===== src/rtl/mac_step_sequencer.sv =====
// -----------------------------------------------------------------------------
// mac_step_sequencer
//
// Control sequencer for one dot-product row of the matrix multiplier. A start
// pulse clears the accumulator, then DIM element-address strobes are issued,
// each followed READ_LAT+1 cycles later by an accumulate strobe. In serial mode
// only one element is in flight at a time. In pipelined mode addresses go out
// back-to-back and a valid/last shift register times the accumulate strobes.
//
// Ports:
//   clk        clock
//   rst        synchronous active-high reset
//   start      begin a row (sampled only in IDLE)
//   pipe_mode  0 = serial, 1 = pipelined (latched together with start)
//   abort      synchronous cancel of the current row
//   busy       row in progress
//   acum_clr   one-cycle pulse: clear accumulator
//   gen_addr   one-cycle pulse per element: fetch operands
//   addr_idx   element index while gen_addr=1, 0 otherwise
//   acum       one-cycle pulse per element: accumulate fetched product
//   acum_last  qualifies acum for element DIM-1
//   done       one-cycle pulse: row complete
// -----------------------------------------------------------------------------
`timescale 1ns/1ps

module mac_step_sequencer #(
    parameter int DIM      = 3,
    parameter int READ_LAT = 4,
    parameter int IDX_W    = (DIM > 1) ? $clog2(DIM) : 1
) (
    input  logic             clk,
    input  logic             rst,
    input  logic             start,
    input  logic             pipe_mode,
    input  logic             abort,
    output logic             busy,
    output logic             acum_clr,
    output logic             gen_addr,
    output logic [IDX_W-1:0] addr_idx,
    output logic             acum,
    output logic             acum_last,
    output logic             done
);

    localparam int                SR_D   = READ_LAT + 1;
    localparam int                WCNT_W = $clog2(READ_LAT + 1);
    localparam logic [IDX_W-1:0]  K_LAST = IDX_W'(DIM - 1);
    localparam logic [WCNT_W-1:0] W_LAST = WCNT_W'(READ_LAT - 1);

    typedef enum logic [2:0] {
        IDLE, CLEAR, ISSUE, WAIT, ACC, DRAIN, DONE
    } state_t;

    state_t            state, state_n;
    logic              mode, mode_n;
    logic [IDX_W-1:0]  k, k_n;
    logic [WCNT_W-1:0] wcnt, wcnt_n;
    logic [SR_D-1:0]   sr_vld, sr_vld_n;
    logic [SR_D-1:0]   sr_last, sr_last_n;

    logic              busy_n, clr_n, gen_n, acum_n, last_n, done_n;
    logic [IDX_W-1:0]  idx_n;
    logic              push;

    // NOTE: every signal driven here gets a default first, so no path leaves
    // a value unassigned and no latch is inferred.
    always_comb begin
        state_n = state;
        mode_n  = mode;
        k_n     = k;
        wcnt_n  = wcnt;

        unique case (state)
            IDLE: begin
                if (start && !abort) begin
                    state_n = CLEAR;
                    mode_n  = pipe_mode;
                    k_n     = '0;
                end
            end
            CLEAR: state_n = ISSUE;
            ISSUE: begin
                if (!mode) begin
                    state_n = WAIT;
                    wcnt_n  = '0;
                end else if (k == K_LAST) begin
                    state_n = DRAIN;
                end else begin
                    k_n = k + 1'b1;
                end
            end
            WAIT: begin
                if (wcnt == W_LAST) state_n = ACC;
                else                wcnt_n  = wcnt + 1'b1;
            end
            ACC: begin
                if (k == K_LAST) begin
                    state_n = DONE;
                end else begin
                    k_n     = k + 1'b1;
                    state_n = ISSUE;
                end
            end
            // The last-tagged accumulate is on the outputs this cycle.
            DRAIN:   if (acum && acum_last) state_n = DONE;
            DONE:    state_n = IDLE;
            default: state_n = IDLE;
        endcase

        if (abort && state != IDLE) begin
            state_n = IDLE;
            k_n     = '0;
            wcnt_n  = '0;
        end

        // Outputs are decoded from the next state so that, once registered,
        // they line up with the state they describe.
        busy_n = (state_n != IDLE);
        clr_n  = (state_n == CLEAR);
        gen_n  = (state_n == ISSUE);
        idx_n  = gen_n ? k_n : '0;
        done_n = (state_n == DONE);

        // Pipelined issues enter at bit 0; the top bit feeds the registered
        // acum, giving READ_LAT+1 cycles from gen_addr to acum.
        push      = mode_n && gen_n;
        sr_vld_n  = {sr_vld[SR_D-2:0], push};
        sr_last_n = {sr_last[SR_D-2:0], push && (k_n == K_LAST)};

        acum_n = (state_n == ACC) || sr_vld[SR_D-1];
        last_n = ((state_n == ACC) && (k_n == K_LAST)) ||
                 (sr_vld[SR_D-1] && sr_last[SR_D-1]);

        // In-flight elements are dropped on abort.
        if (abort && state != IDLE) begin
            sr_vld_n  = '0;
            sr_last_n = '0;
            acum_n    = 1'b0;
            last_n    = 1'b0;
        end
    end

    // NOTE: state uses non-blocking assignments so every register samples
    // the pre-edge values; the in-flight shift register is reset as well,
    // since a stale valid bit would emit a spurious accumulate.
    always_ff @(posedge clk) begin
        if (rst) begin
            state     <= IDLE;
            mode      <= 1'b0;
            k         <= '0;
            wcnt      <= '0;
            sr_vld    <= '0;
            sr_last   <= '0;
            busy      <= 1'b0;
            acum_clr  <= 1'b0;
            gen_addr  <= 1'b0;
            addr_idx  <= '0;
            acum      <= 1'b0;
            acum_last <= 1'b0;
            done      <= 1'b0;
        end else begin
            state     <= state_n;
            mode      <= mode_n;
            k         <= k_n;
            wcnt      <= wcnt_n;
            sr_vld    <= sr_vld_n;
            sr_last   <= sr_last_n;
            busy      <= busy_n;
            acum_clr  <= clr_n;
            gen_addr  <= gen_n;
            addr_idx  <= idx_n;
            acum      <= acum_n;
            acum_last <= last_n;
            done      <= done_n;
        end
    end

endmodule


===== config.mk =====
export PLATFORM = sky130hd
export DESIGN_NAME = mac_step_sequencer
export DESIGN_NICKNAME = d
export VERILOG_FILES = /design/src/rtl/mac_step_sequencer.sv
export SDC_FILE = /design/constraint.sdc
export NUM_CORES = 1
export LEC_CHECK = 0
export ABC_AREA = 1
export CAP_MARGIN = 40
export CORE_MARGIN = 1.5
export CORE_UTILIZATION = 57
export CTS_CLUSTER_SIZE = 24
export DETAILED_ROUTE_END_ITERATION = 10
export PLACE_DENSITY = 0.81
export SLEW_MARGIN = 40
export SYNTH_ARGS = -nofsm -noshare
export SYNTH_HDL_FRONTEND = slang
export SYNTH_SLANG_ARGS = --single-unit

===== constraint.sdc =====
create_clock -name clk -period 3.8 [get_ports clk]
set_clock_uncertainty 0.1 [all_clocks]
set_input_delay 0.95 -clock clk [delete_from_list [all_inputs] [get_ports clk]]
set_output_delay 0.95 -clock clk [all_outputs]
set_load 0.01 [all_outputs]

# Yosys cells after proc, flatten, opt, wreduce, memory -nomap -nowiden
# Index checks and enable logic that the tools add are counted.
# totals
ff_bits,27
in_bits,5
out_inout_bits,8
elab_cells,65
# op_classes
addsub,2
eq_ne,14
muxes,18
n_bitwise,1
reduce_logical,17
# op_table
operator,count
3-bit 2-to-1 mux,9
3-bit one-hot mux with 6 select lines,1
3-bit by 2-bit == test with 1-bit output (second input constant),4
3-bit == test (second input constant),4
2-bit 2-to-1 mux,4
1-bit logical AND,7
3-bit by 1-bit == test with 1-bit output (second input constant),2
2-bit one-hot mux with 3 select lines,1
3-bit one-hot mux with 2 select lines,1
3-bit nonzero test,2
2-bit == test (second input constant),2
2-bit inequality test (second input constant),2
2-bit OR reduction,2
3-bit by 1-bit adder with 3-bit output (second input constant),1
3-bit logical NOT,1
3-bit AND reduction,1
2-bit by 1-bit adder with 2-bit output (second input constant),1
1-bit logical OR,2
1-bit 2-to-1 mux,2
2-bit nonzero test,1
1-bit logical NOT,1
1-bit NOT,1

# Longest topological paths before layout
# depth
ltp_word,8
mapped_depth,11
depth_no_buf,11

# Least setup slack after synthesis
# Ideal clock, no wire load.
# synth_timing
kind,input to register
startpoint,input port abort
endpoint,register acum
setup_time_ns,0.117
arrival_time_ns,1.618
required_time_ns,3.583
setup_slack_ns,1.965
cell_stages,6
n_path_buf,1
cell_sequence,inv_1 nor2_2 inv_1 nand2_2 buf_2 nor2_1
# synth_between
elab_chain_cells,7
elab_cells_between_ends,9
classes_between,eq/ne (1); mux (3); reduce/logical (5)
# synth_rtl
element,line_no,rtl
start: declaration,35,"input logic abort,"
1-bit logical NOT,75,if (start && !abort) begin
1-bit logical AND,75,
3-bit 2-to-1 mux,75,
3-bit one-hot mux with 6 select lines,73,unique case (state)
3-bit 2-to-1 mux,110,if (abort && state != IDLE) begin
3-bit == test,130,acum_n = (state_n == ACC) || sr_vld[SR_D-1];
1-bit logical OR,130,
end signal: assignment,172,acum <= acum_n;
end: declaration,40,"output logic acum,"
# Parallel ways exist; a longest one is shown, timed or not.
# A chain may end at the register's enable or synchronous reset.

# Final worst setup path
# layout_timing
startpoint,register acum_last
endpoint,output port acum_last
# layout_lines
element,line_no,rtl
start: declaration,41,"output logic acum_last,"
start signal: assignment,173,acum_last <= last_n;
# No word-level cell between the ends.

==> impl_metrics.json <==
{
  "worst_pin_slew_ps": 357.4,
  "cts_max_level": 1,
  "post_cts_buffers": 0,
  "hold_viol": 0,
  "path_clk_slew_ps": 140,
  "first_iter_violations": 19,
  "crit_end": "acum_last",
  "first_pass_iters": 4,
  "root_buffer": "clkbuf_4",
  "dr_total_vias": 942,
  "top_layer_used": "met4",
  "critPathKind": "register to output pin",
  "cts_resized": 0,
  "p_per_area_nw_per_um2": 377.7,
  "synth_top_area_share_pct": 46.91,
  "relSlewSlack_pct": 76.14,
  "tns_ps": 0,
  "die_h_um": 47.97,
  "wl_met3_um": 63,
  "grt_pass1_vias": 798,
  "dieArea_um2": 2301,
  "grt_pass1_wl_um": 3284,
  "crit_cells": 1,
  "port_buffers": 12,
  "drt_wl_total_um": 2118,
  "fin_crit_ps": 2257,
  "start_util_pct": 59.34,
  "row_count": 16,
  "core_um2": 1942,
  "synth_fp_nets": 161,
  "required_ps": 2750,
  "die_width_um": 47.97,
  "fillerInstances": 171,
  "grt_max_degree": 17,
  "synth_warnings": 0,
  "critPathMaxStageDelay_ps": 530,
  "wl_met1_um": 1019,
  "cp-start-kind": "register",
  "clock-sinks": 27,
  "cp_max_fo": 2,
  "async_flop_share_pct": 0,
  "synth_ff_type": "dfxtp_1",
  "synth_common_cells": "nand2_1, dfxtp_1, inv_1, nor2_1, nand3_1",
  "antenna_found_initial": 0,
  "overflow": 0,
  "arrival_ps": 1210,
  "syn_avg_cell_area_um2": 7.581,
  "syn_area_um2": 1152,
  "clk_latency_ps": 320,
  "area_delta_synth_final_pct": 14.55,
  "synth_cells": 152,
  "grt_util_all_layers_pct": 20.85,
  "status": "finished clean",
  "seq_area_frac_synth_pct": 46.91,
  "cts_buffers": 3,
  "p_leak_nw": 0.5467,
  "num_io_pins": 13,
  "synth_cell_types": 22,
  "cts_tree": "built",
  "fin_util_pct": 67.98,
  "rr_worst_depth": 10,
  "rr_endpoint": "sr_last[0]",
  "rsz0062_at_grt": "false",
  "met2_length_um": 1013,
  "ant_nets": 0,
  "crit_path_start": "acum_last",
  "peakVddDrop_uv": 341.9,
  "synth_edf_count": 0,
  "r2r-start": "state[0]",
  "finalSetupViolCount": 0,
  "drive_gt1_share_pct": 12.05,
  "synth_top_area_cell": "dfxtp_1",
  "post_drt_via_cell_ratio": 4.881,
  "slew_viol_final": 0,
  "hold-path-cell-count": 2,
  "synth_most_common_cell": "nand2_1",
  "fmax_mhz": 443.0,
  "holdWs_ps": 319.9,
  "gp_congestion": 0.8886,
  "crit_path_end_kind": "output pin",
  "antenna_cells": 0,
  "p_total_mw": 0.4985,
  "critical-path-top-delay-family": "buffers and inverters",
  "synthTopCellsByArea": "dfxtp_1, nand2_1, inv_1",
  "wl_per_cell_um": 10.97,
  "min_path_type": "register to register",
  "reg2reg_setup_slack_ps": 2100,
  "worst-path-buf-inv": 1,
  "hold_buffers": 0,
  "crit_chain": "clkdlybuf4s50_1",
  "ys_ff_latch": 27,
  "fin_crit_sh_pct": 59.40,
  "clockBufferDepth": 2,
  "drc": 0,
  "dp_hpwl_um": 1676,
  "cp_slowest_cell": "clkdlybuf4s50_1",
  "maxCapViolCount": 0,
  "num-nets-final": 176
}
layout by cell type (no fill, tap or decap), types with 3 or more instances in the layout:
| cell | n |
|---|---|
| inv_2 | 3 |
| nor3_1 | 4 |
| clkdlybuf4s50_1 | 12 |
| ha_1 | 4 |
| a21oi_1 | 3 |
| nand2_1 | 29 |
| clkbuf_4 | 3 |
| nor2_1 | 22 |
| nand3_1 | 10 |
| inv_1 | 24 |
| nor2_2 | 8 |
| dfxtp_1 | 27 |
| nand4_1 | 4 |
per-layer routing:
layer	track usage, %	up-vias
li1	-	496
met1	26.05	426
met3	3.774	4
met4	8.108	0
met2	35.47	16
met5	0	-
metrics by stage:
stage / worst slack, ps / instances / cell area, um^2
floorplan: 1965 / 152 / 1152
global placement: 1338 / 189 / 1290
detailed placement: 1305 / 189 / 1290
CTS: 1528 / 193 / 1320
global route: 1483 / 193 / 1320
finish: 1543 / 193 / 1320
power breakdown:
group / total [mW] / switching, mW / internal (mW)
registers: 0.299 / 0.00743 / 0.292
clock network: 0.121 / 0.0807 / 0.0402
logic: 0.0782 / 0.0498 / 0.0285
area by class of cell:
type	instances	area, um^2	area share (%)
Sequential cell	27	540.5	40.95
Multi-Input combinational cell	96	494.2	37.44
Timing Repair Buffer	12	120.1	9.099
Inverter	27	101.3	7.678
Tap cell	27	33.78	2.559
Clock buffer	3	22.52	1.706
Clock inverter	1	7.507	0.5687
cells by family (layout without fill, tap and decap cells):
kind of cell,count (synthesis),after routing,share of synthesized area [%]
AO/OA/AOI/OAI,8,8,4.017
buffers and inverters,29,43,10.21
AND/OR/NAND/NOR,84,84,34.53
flip-flops,27,27,46.91
adder cells (fa/ha/maj),4,4,4.343
sequential cells by signal, summed over array words and instances, names as in the netlist, 2 cells and up:
signal,flops
sr_last,5
k,2
sr_vld,5
wcnt,3
state,3
addr_idx,2
worst reg2reg max path, cell delays in order, from the launching register on:
cell	delay, ps
dfxtp_1	560
inv_1	150
nor2_4	190
nand2_4	60
nand3_1	90
nor2_2	70
nor2_2	90
nand3_1	120
inv_2	80
nand2_1	60
nor2_1	90
worst min-delay path by stage:
stage,slack (ps),end,from
after floorplan,290,sr_last[1],sr_last[0]
after global placement,300,sr_last[3],sr_last[2]
after detailed placement,300,sr_last[3],sr_last[2]
after CTS,320,sr_last[3],sr_last[2]
after global routing,340,sr_vld[1],sr_vld[0]
final,320,sr_last[3],sr_last[2]
Note: power is estimated with default switching activity, not from simulation.
